===== src/rtl/timed_count_pkg.sv =====
// Shared types and constants for the timed-counter monitor slice.
package timed_count_pkg;

  localparam int CNT_WIDTH_DEF = 25;

  // Wide enough for any practical count width; truncated at the point of use.
  localparam logic [63:0] CNT_ALL_ONES = '1;

  typedef enum logic {
    FILL = 1'b0,
    RUN  = 1'b1
  } avg_state_e;

endpackage


===== src/rtl/count_boxcar_avg.sv =====
// Power-of-2 boxcar averager: window counter, accumulator and FILL/RUN state.
module count_boxcar_avg
  import timed_count_pkg::*;
#(
  parameter int CNT_WIDTH = CNT_WIDTH_DEF,
  parameter int AVG_LOG2  = 3
) (
  input  logic                 clk,
  input  logic                 rst,
  input  logic [CNT_WIDTH-1:0] count_in,
  input  logic                 count_valid_in,
  output logic [CNT_WIDTH-1:0] avg_count_o,
  output logic                 avg_valid_o
);

  // 2^AVG_LOG2 samples of CNT_WIDTH bits always fit without overflow.
  localparam int ACC_WIDTH = CNT_WIDTH + AVG_LOG2;

  avg_state_e           state_q, state_d;
  logic [AVG_LOG2-1:0]  win_cnt_q;
  logic [ACC_WIDTH-1:0] acc_q;
  logic [ACC_WIDTH-1:0] acc_sum;
  logic                 win_done;

  assign acc_sum  = acc_q + ACC_WIDTH'(count_in);
  assign win_done = count_valid_in && (win_cnt_q == '1);

  // NOTE: every always_comb output gets a default first, so no path can infer a latch.
  always_comb begin
    state_d     = state_q;
    avg_valid_o = 1'b0;
    case (state_q)
      FILL:    if (win_done) state_d = RUN;
      RUN:     avg_valid_o = 1'b1;
      default: state_d = FILL;
    endcase
  end

  // NOTE: sequential state uses non-blocking assignments only, so all registers update together.
  always_ff @(posedge clk) begin
    if (rst) begin
      state_q     <= FILL;
      win_cnt_q   <= '0;
      acc_q       <= '0;
      avg_count_o <= '0;
    end else begin
      state_q <= state_d;
      if (count_valid_in) begin
        win_cnt_q <= win_cnt_q + 1'b1;
        if (win_done) begin
          avg_count_o <= acc_sum[ACC_WIDTH-1:AVG_LOG2];
          acc_q       <= '0;
        end else begin
          acc_q <= acc_sum;
        end
      end
    end
  end

endmodule


===== src/rtl/timed_count_monitor.sv =====
// Monitor for free-running interval counts: last/avg/peak, hysteretic alarm, read handshake.
// Optional min tracking is enabled by defining TIMED_COUNT_MONITOR_MIN_EN.
module timed_count_monitor
  import timed_count_pkg::*;
#(
  parameter int CNT_WIDTH = CNT_WIDTH_DEF,
  parameter int AVG_LOG2  = 3
) (
  input  logic                 clk,
  input  logic                 rst,
  input  logic [CNT_WIDTH-1:0] count_in,
  input  logic                 count_valid_in,
  input  logic [CNT_WIDTH-1:0] thresh_hi_in,
  input  logic [CNT_WIDTH-1:0] thresh_lo_in,
  input  logic                 rd_ack_in,
  output logic [CNT_WIDTH-1:0] last_count_o,
  output logic [CNT_WIDTH-1:0] avg_count_o,
  output logic                 avg_valid_o,
  output logic [CNT_WIDTH-1:0] max_count_o,
  output logic [CNT_WIDTH-1:0] min_count_o,
  output logic                 alarm_o,
  output logic                 new_data_o,
  output logic                 missed_o
);

  count_boxcar_avg #(
    .CNT_WIDTH(CNT_WIDTH),
    .AVG_LOG2 (AVG_LOG2)
  ) u_avg (
    .clk           (clk),
    .rst           (rst),
    .count_in      (count_in),
    .count_valid_in(count_valid_in),
    .avg_count_o   (avg_count_o),
    .avg_valid_o   (avg_valid_o)
  );

  always_ff @(posedge clk) begin
    if (rst) begin
      last_count_o <= '0;
      max_count_o  <= '0;
      alarm_o      <= 1'b0;
      new_data_o   <= 1'b0;
      missed_o     <= 1'b0;
    end else begin
      if (count_valid_in) last_count_o <= count_in;

      // Ack clears first, then a same-cycle sample is applied on top.
      if (rd_ack_in && count_valid_in)                  max_count_o <= count_in;
      else if (rd_ack_in)                               max_count_o <= '0;
      else if (count_valid_in && count_in > max_count_o) max_count_o <= count_in;

      // Set wins over clear, so overlapping thresholds degrade to a plain compare.
      if (count_valid_in) begin
        if (count_in >= thresh_hi_in)      alarm_o <= 1'b1;
        else if (count_in <= thresh_lo_in) alarm_o <= 1'b0;
      end

      if (count_valid_in) new_data_o <= 1'b1;
      else if (rd_ack_in) new_data_o <= 1'b0;

      if (rd_ack_in)                        missed_o <= 1'b0;
      else if (count_valid_in && new_data_o) missed_o <= 1'b1;
    end
  end

`ifdef TIMED_COUNT_MONITOR_MIN_EN
  localparam logic [CNT_WIDTH-1:0] MIN_RESET = CNT_WIDTH'(CNT_ALL_ONES);

  always_ff @(posedge clk) begin
    if (rst) begin
      min_count_o <= MIN_RESET;
    end else if (rd_ack_in && count_valid_in) begin
      min_count_o <= count_in;
    end else if (rd_ack_in) begin
      min_count_o <= MIN_RESET;
    end else if (count_valid_in && count_in < min_count_o) begin
      min_count_o <= count_in;
    end
  end
`else
  assign min_count_o = '0;
`endif

endmodule


===== config.mk =====
export PLATFORM = sky130hd
export DESIGN_NAME = timed_count_monitor
export DESIGN_NICKNAME = d
export VERILOG_FILES = /design/src/rtl/timed_count_pkg.sv /design/src/rtl/count_boxcar_avg.sv /design/src/rtl/timed_count_monitor.sv
export SDC_FILE = /design/constraint.sdc
export NUM_CORES = 1
export LEC_CHECK = 0
export ABC_AREA = 1
export BUFFER_PORTS_ARGS = -buffer_cell sky130_fd_sc_hd__buf_2
export CORE_ASPECT_RATIO = 0.8
export CORE_MARGIN = 8
export CORE_UTILIZATION = 40
export CTS_CLUSTER_DIAMETER = 50
export CTS_CLUSTER_SIZE = 14
export DETAILED_ROUTE_END_ITERATION = 10
export HOLD_SLACK_MARGIN = 0.1
export PLACE_DENSITY_LB_ADDON = 0.25
export SYNTH_ARGS = -nofsm -noshare
export SYNTH_HDL_FRONTEND = slang
export SYNTH_SLANG_ARGS = --single-unit

===== constraint.sdc =====
create_clock -name clk -period 2.1 [get_ports clk]
set_input_delay 0.315 -clock clk [delete_from_list [all_inputs] [get_ports clk]]
set_output_delay 0.315 -clock clk [all_outputs]
set_load 0.005 [all_outputs]

* After elaboration in Yosys (flattened, before gate mapping) *
Index checks and enable logic that the tools add are counted.

storage, ports and cells
  register bits after elaboration = 110
  latch bits = 0
  bits in writable memories = 0
  memory bits (read-only) = 0
  input port bits = 79
  output and inout port bits = 104
  memories kept = 0

cells by class
  $add $sub $neg = 2
  $mul = 0
  divide/modulo/power cells = 0
  $lt $le $gt $ge = 3
  equal/unequal tests = 1
  shifts and indexed selects = 0
  muxes and demuxes = 11
  bitwise operators = 0
  reductions and logical operators = 10

operators by type and width
  operator                                                        number
  25-bit 2-to-1 mux                                               3
  28-bit by 25-bit adder with 28-bit output                       1
  28-bit 2-to-1 mux                                               1
  25-bit greater-or-equal comparator                              1
  25-bit greater-than comparator                                  1
  25-bit less-or-equal comparator                                 1
  1-bit 2-to-1 mux                                                7
  1-bit logical AND                                               4
  2-bit AND reduction                                             2
  2-bit nonzero test                                              2
  3-bit by 1-bit adder with 3-bit output (second input constant)  1
  3-bit == test (second input constant)                           1
  3-bit nonzero test                                              1
  2-bit OR reduction                                              1

* Logic depth before layout (Yosys ltp) *
Gate-level depths: netlist of the first run.

  word-level depth = 5
  gate-level depth with buffers = 15

* Modules after synthesis *
Synthesis of the first run repeated with hierarchy kept, for this count alone.

second synthesis, totals
  cells, all modules = 1317
  area total of the unflattened synthesis = 8391.8 um2

by module, submodules not included
  module               instances  cells each  area an instance (um2)  sequential area each (um2)
  timed_count_monitor  1          616         4264.1                  1061.0
  count_boxcar_avg     1          701         4127.7                  1141.1

* Worst setup path after synthesis of the first run *
No wires, ideal clock.

  path kind = flip-flop to flip-flop
  from = reg u_avg.acc_q[0]
  to = reg u_avg.acc_q[14]
  setup time = 70 ps
  arrival = 1762 ps
  data required time = 2030 ps
  path slack = 267 ps
  cell stages (with the launch flop) = 14
  buffers on the path = 0
  cells stage by stage = dfxtp_1 > ha_1 > inv_1 > fa_1 > inv_1 > nand3_1 > nand3_2 > nand2_1 > nand2_1 > nand3_1 > nand2_1 > xor2_1 > nand2_1 > a21oi_1

on the way
  word-level cells in the longest chain between the ends = 2

ends and longest elaborated chain
  element                                    RTL line                text
  start, declared                            count_boxcar_avg.sv:21  logic [ACC_WIDTH-1:0] acc_q;
  start signal, assigned                     count_boxcar_avg.sv:54  acc_q <= acc_sum;
  28-bit by 25-bit adder with 28-bit output  count_boxcar_avg.sv:25  assign acc_sum = acc_q + ACC_WIDTH'(count_in);
  28-bit 2-to-1 mux                          count_boxcar_avg.sv:50  if (win_done) begin

Every way passes these cells.
A chain may end at the register's enable or synchronous reset.

* Final worst setup path of the first run *
  from = reg max_count_o[24]
  to = reg max_count_o[6]

on the way
  word-level cells in the longest chain between the ends = 3

ends and longest elaborated chain
  element                              RTL line                   text
  start, declared                      timed_count_monitor.sv:19  output logic [CNT_WIDTH-1:0] max_count_o,
  start signal, assigned               timed_count_monitor.sv:49  if (rd_ack_in && count_valid_in) max_count_o <= count_in;
  start signal, assigned               timed_count_monitor.sv:51  else if (count_valid_in && count_in > max_count_o) max_count_o <= count_in;
  25-bit greater-than comparator       timed_count_monitor.sv:51
  1-bit logical AND                    timed_count_monitor.sv:51
  3-bit nonzero test (no source line)  -

Every way passes these cells.

==> flow_metrics.py, run 1 <==
metrics = {
    "run_status": {
        "outcome": "finished, violations left",
        "violations": "setup timing",
    },
    "critical_path": {
        "cp-startpoint": "max_count_o[24]",
        "crit_type": "register to register",
        "worstPathRequired_ns": 2.39,
        "r2r_end": "max_count_o[6]",
        "worstPathArrival_ns": 2.40,
        "cp_max_fo": 12,
        "cp-end-kind": "register",
        "cp-start-kind": "register",
        "r2r-start": "max_count_o[24]",
        "endpoint": "max_count_o[6]",
        "r2r_slack_ns": -0.005,
        "reg2reg_depth": 12,
    },
    "clocking": {
        "clkLatencyLatePin_ns": 0.37,
        "cts_buffer_depth": 2,
        "cts_made_buffers": 9,
        "cts.clk_slew.worst_paths_ns": 0.08,
        "clkSinkCount": 110,
        "cts_root_buf": "clkbuf_16",
        "tritoncts": "built",
        "htree_levels": 3,
    },
    "grt": {
        "grt-ovfl-total": 0,
        "grt_pass1_wl_um": 42000,
        "grt_antenna_before_repair": 0,
        "grt_pass1_vias": 7690,
        "grt_start_max_net_pins": 58,
        "track_usage_pct": 20.9,
    },
    "floorplanning": {
        "dieArea_sq_um": 25200,
        "fp.coreArea_sq_um": 19900,
        "die_y_um": 144,
        "io_pins": 183,
        "rows": 46,
        "fp.dieW_um": 175,
        "start_util_pct": 40.9,
    },
    "timing": {
        "fin_ws_ns": -0.00548,
        "slew_violations": 0,
        "setup_viol": 1,
        "fin_skew_ns": 0.00843,
        "hold_violations": 0,
        "max_freq_ghz": 0.475,
        "fin_setup_tns_ns": -0.00548,
        "slew_headroom_pct": 53.7,
        "period_minus_slack_ns": 2.11,
        "worst_slew_pin_slew_ns": 0.695,
        "holdWs_ns": 0.270,
        "post-route-period-util_pct": 100,
    },
    "final_layout": {
        "area_growth_pct": 25.4,
        "drive_above_1_share_pct": 21.5,
        "layout_common_cells": "nand2_1, inv_1, buf_2, a21oi_1, nor2_1",
        "nNetsFinal": 1651,
        "fin_util_pct": 51.3,
        "final_common_cell": "nand2_1",
        "n_antenna_cell": 0,
        "final_cells": 1737,
    },
    "place": {
        "port_buffers": 157,
        "gp_congestion": 0.883,
        "dp_slack_ns": -0.0751,
        "dp_hpwl_um": 21400,
        "placed_cells": 1715,
    },
    "drt": {
        "vias": 8505,
        "dr.pass1.iters": 5,
        "wl_um": 27600,
        "drc": 0,
        "drt_iter0_drc": 569,
        "wl_per_cell_um": 15.9,
        "vias_per_cell": 4.90,
        "ant_nets": 0,
    },
    "synthesis": {
        "ys_ff_latch": 110,
        "ys_warn_count": 0,
        "yosysSeqAreaShare_pct": 27.1,
        "yosysUniqueCellTypes": 38,
        "synthTopCellsByArea": "dfxtp_1, nand2_1, ha_1",
        "avgSynthCellArea_sq_um": 6.46,
        "synthCells": 1260,
        "synth_top_area_cell": "dfxtp_1",
        "syn_area_sq_um": 8140,
        "synth.top_cell.area_share_pct": 27.1,
    },
    "flow_run": {
        "maxCapViolations": 0,
    },
    "pwr": {
        "max-vdd-ir-drop_mv": 0.361,
        "leakagePower_nw": 5.71,
        "p_per_area_nw_per_um2": 605,
    },
    "hold_path": {
        "hold_class": "input pin to register",
        "min_from": "count_in[0]",
    },
}
-- layer usage --
metal,wire length (um),up-vias,global-route usage [%],part of all wire [%]
li1,-,4356,-,-
met1,14000,3859,30.7,51
met2,11000,268,30.5,40
met3,2190,22,4.46,7.9
met4,374,0,4.72,1.4
met5,0,-,0,0
-- power by group --
part           internal (mW)  switching (mW)  total [mW]
sequential              2.21          0.0809        2.30
combinational          0.824            1.24        2.07
clock                  0.956           0.851        1.81
-- layout make-up --
class	instances	area, sq um
fill	2056	9710
timing repair buffer	232	1450
multi-input combinational	903	5110
inverter	213	800
clock buffer	12	246
tap	264	330
clock inverter	3	45.0
sequential	110	2230
-- metrics by stage --
stage / instance area [sq um] / total power [mW]
3_5_place_dp: 9580 / 4.24
6_report: 10200 / 6.17
3_3_place_gp: 9580 / 4.22
4_1_cts: 9870 / 6.05
5_1_grt: 10200 / 6.52
2_1_floorplan: 8230 / 3.53
-- worst max-delay path, cell delays in order (launching register included) --
cell and delay (ns):
dfxtp_2 0.34, inv_1 0.05, ha_1 0.30, nand2_1 0.08, nor2_2 0.13, nand4_1 0.19
nor2_1 0.18, nand2_1 0.10, nand3_2 0.12, nand2_4 0.14, nand2_8 0.17, nand2_1 0.08
a21oi_1 0.15
-- worst min path at each step --
stage	end	slack [ns]	depth (start not counted)
floorplan	u_avg.win_cnt_q[1]	0.44	2
global placement	missed_o	0.43	2
detailed placement	missed_o	0.44	2
CTS	last_count_o[0]	0.25	3
global route	last_count_o[0]	0.29	3
finish	last_count_o[0]	0.27	3
-- synthesized netlist by cell type --
| cell | number |
|---|---|
| nand2_1 | 360 |
| inv_1 | 212 |
| a21oi_1 | 131 |
| dfxtp_1 | 110 |
| nor2_1 | 104 |
| ha_1 | 102 |
| nand3_1 | 52 |
| o21ai_0 | 39 |
| buf_4 | 27 |
| clkbuf_1 | 24 |
| nand4_1 | 20 |
| xor2_1 | 13 |
| nand3b_1 | 6 |
| nand3_2 | 5 |
| nor3_1 | 5 |
| and2_1 | 4 |
| buf_2 | 4 |
| nand2_2 | 4 |
| nor4_1 | 4 |
| a21o_1 | 3 |
| buf_1 | 3 |
| o21a_1 | 3 |
| o21bai_1 | 3 |
| a21oi_2 | 2 |
| and3_1 | 2 |
| buf_8 | 2 |
| nor2_2 | 2 |
| o211ai_1 | 2 |
| o21ai_1 | 2 |
| xnor2_1 | 2 |
| a31oi_1 | 1 |
| clkinv_1 | 1 |
| conb_1 | 1 |
| fa_1 | 1 |
| nand2_4 | 1 |
| nor3_2 | 1 |
| o22ai_1 | 1 |
| o41ai_1 | 1 |
-- cells by family (layout without fill, tap and decap cells) --
logic type	after synthesis	in the layout	share of synthesized area [%]
simple gates	570	572	29.1
other cells	1	25	0.0461
xor+xnor	15	15	1.61
flops	110	110	27.1
compound gates	188	188	12.1
buf+inv	273	460	14.2
fa+ha+maj	103	103	15.9
-- state kept, by name (all words and copies together), names as in the netlist, 3 cells and up --
register	cells
u_avg.acc_q	28
last_count_o	25
u_avg.avg_count_o	25
max_count_o	25
u_avg.win_cnt_q	3
-- what timing repair did --
action                     CTS  global route
buffers inserted             0             4
hold endpoints to repair     0             0
setup endpoints to repair    0            51
resized for setup            0            64
hold buffers                 0             0
(Power assumes the default switching activity.)
==> run 2, diff against run 1 <==
Settings changed: ABC_AREA 1 to unset.
==> flow_metrics.py, run 2 <==
metrics = {
    "run_status": {
        "outcome": "finished, violations left",
        "violations": "setup timing",
    },
    "synthesis": {
        "synth_top_area_cell": "dfxtp_1",
        "ys_ff_latch": 110,
        "ys_warn_count": 0,
        "synth.top_cell.area_share_pct": 30.5,
        "synthTopCellsByArea": "dfxtp_1, ha_1, inv_1",
        "synth_most_common_cell": "dfxtp_1",
        "yosysSeqAreaShare_pct": 30.5,
        "yosysUniqueCellTypes": 64,
        "avgSynthCellArea_sq_um": 8.53,
        "synth_top_flop_cell": "dfxtp_1",
        "synth_edf_count": 0,
        "syn_area_sq_um": 7220,
        "synthTopCellsByCount": "dfxtp_1, ha_1, inv_1, nor2_1, a21oi_1",
        "async_flop_share_pct": 0,
        "synthCells": 847,
    },
    "critical_path": {
        "cp_max_fo": 12,
        "cp-start-kind": "register",
        "worstPathArrival_ns": 2.75,
        "worstPathRequired_ns": 2.40,
        "reg2reg_depth": 10,
        "crit_type": "register to register",
        "cp-end-kind": "register",
    },
    "timing": {
        "hold_violations": 0,
        "slew_violations": 0,
        "fin_setup_tns_ns": -14.15,
        "fin_ws_ns": -0.348,
        "fin_skew_ns": 0.0105,
        "post-route-period-util_pct": 117,
        "max_freq_ghz": 0.409,
        "rsz0062_at_grt": "true",
        "setup_viol": 55,
        "period_minus_slack_ns": 2.45,
    },
    "pwr": {
        "p_per_area_nw_per_um2": 649,
        "total_power_mw": 6.77,
        "leakagePower_nw": 5.22,
        "max-vdd-ir-drop_mv": 0.406,
    },
    "floorplanning": {
        "die_y_um": 136,
        "fp.dieW_um": 166,
        "fp.coreArea_sq_um": 17900,
        "start_util_pct": 40.3,
        "rows": 44,
        "io_pins": 183,
        "dieArea_sq_um": 22600,
    },
    "clocking": {
        "cts_made_buffers": 9,
        "clkSinkCount": 110,
        "cts.clk_slew.worst_paths_ns": 0.07,
        "clkLatencyLatePin_ns": 0.37,
        "tritoncts": "built",
        "htree_levels": 3,
        "cts_root_buf": "clkbuf_16",
        "cts_buffer_depth": 2,
    },
    "grt": {
        "grt_antenna_before_repair": 0,
        "track_usage_pct": 21.2,
        "grt_pass1_vias": 7308,
        "grt_pass1_wl_um": 38600,
        "grt_start_max_net_pins": 43,
        "grt-ovfl-total": 0,
    },
    "drt": {
        "wl_um": 24400,
        "drt_iter0_drc": 465,
        "wl_per_cell_um": 17.6,
        "dr.pass1.iters": 4,
        "vias": 7206,
        "vias_per_cell": 5.20,
        "ant_nets": 0,
        "drc": 0,
    },
    "final_layout": {
        "fin_util_pct": 58.2,
        "drive_above_1_share_pct": 38.6,
        "fillers": 1625,
        "largest_reg_flops": 28,
        "final_cells": 1385,
        "area_growth_pct": 44.5,
        "nNetsFinal": 1332,
        "regMostFlops": "u_avg.acc_q",
        "layout_common_cells": "buf_2, buf_4, dfxtp_1, ha_1, inv_1",
        "final_common_cell": "buf_2",
        "fin_area_sq_um": 10400,
    },
    "hold_path": {
        "hold_depth": 2,
        "hold_class": "input pin to register",
    },
    "place": {
        "placed_cells": 1356,
        "dp_hpwl_um": 18500,
        "port_buffers": 157,
        "placed_area_sq_um": 9440,
        "gp_congestion": 0.886,
    },
    "flow_run": {
        "maxCapViolations": 0,
    },
}
==> run 2: where the power goes <==
| group | switching, mW | internal [mW] |
|---|---|---|
| logic | 1.29 | 1.35 |
| registers | 0.121 | 2.25 |
| clock network | 0.806 | 0.949 |
==> run 2: cells by family after synthesis <==
kind of cell    share of synthesized area, %
xor+xnor                                2.42
fa+ha+maj                               17.9
compound gates                          21.3
simple gates                            15.1
flops                                   30.5
other cells                           0.0519
buf+inv                                 9.01
mux                                     3.74
==> run 2: what timing repair did <==
action                     4_1_cts  5_1_grt
hold buffers                     0        0
setup buffers                   10        5
setup endpoints to repair       62       68
pin swaps                       49       48
gates cloned                     2        2
resized for setup               62       54
==> run 2: cell type report <==
type	count	area (sq um)	share of cell area (%)
diodes	2	5.00	0.0479
clock inverters	3	46.3	0.443
inverters	92	345	3.31
multi-input cells	614	5120	49.0
repair buffers	323	2170	20.8
clock buffers	11	243	2.33
well taps	230	288	2.76
flip-flops and latches	110	2220	21.3
==> run 2: layer usage <==
metal / vias to the layer above / GRT usage [%] / wire length [um]
met5: - / 0 / 0
met3: 25 / 5.57 / 1690
met2: 241 / 34.7 / 10900
li1: 3579 / - / -
met4: 0 / 4.89 / 345
met1: 3361 / 27.7 / 11500
==> run 2: worst max-delay path, cell delays in order, from the launching register on <==
cell      delay [ns]
dfxtp_2         0.35
inv_2           0.05
ha_4            0.26
nand4_1         0.18
or3_4           0.47
nor4_4          0.18
nor2_1          0.08
o211ai_1        0.11
nor3b_4         0.25
buf_4           0.27
a22o_1          0.17
==> run 2: final timing paths <==
kind	from	end	slack, ns
worst max-delay path	max_count_o[23]	max_count_o[23]	-0.35
worst min-delay path	rd_ack_in	missed_o	0.25
worst max register to register	max_count_o[23]	max_count_o[23]	-0.35
worst min register to register	u_avg.avg_count_o[6]	u_avg.avg_count_o[6]	0.45
==> run 2: through the flow <==
| stage | setup WS, ns | hold slack (ns) |
|---|---|---|
| finish | -0.348 | 0.254 |
| global route | -0.439 | 0.243 |
| CTS | -0.359 | 0.250 |
| detailed placement | -0.523 | 0.444 |
| global placement | -0.523 | 0.442 |
| floorplan | -0.227 | 0.394 |
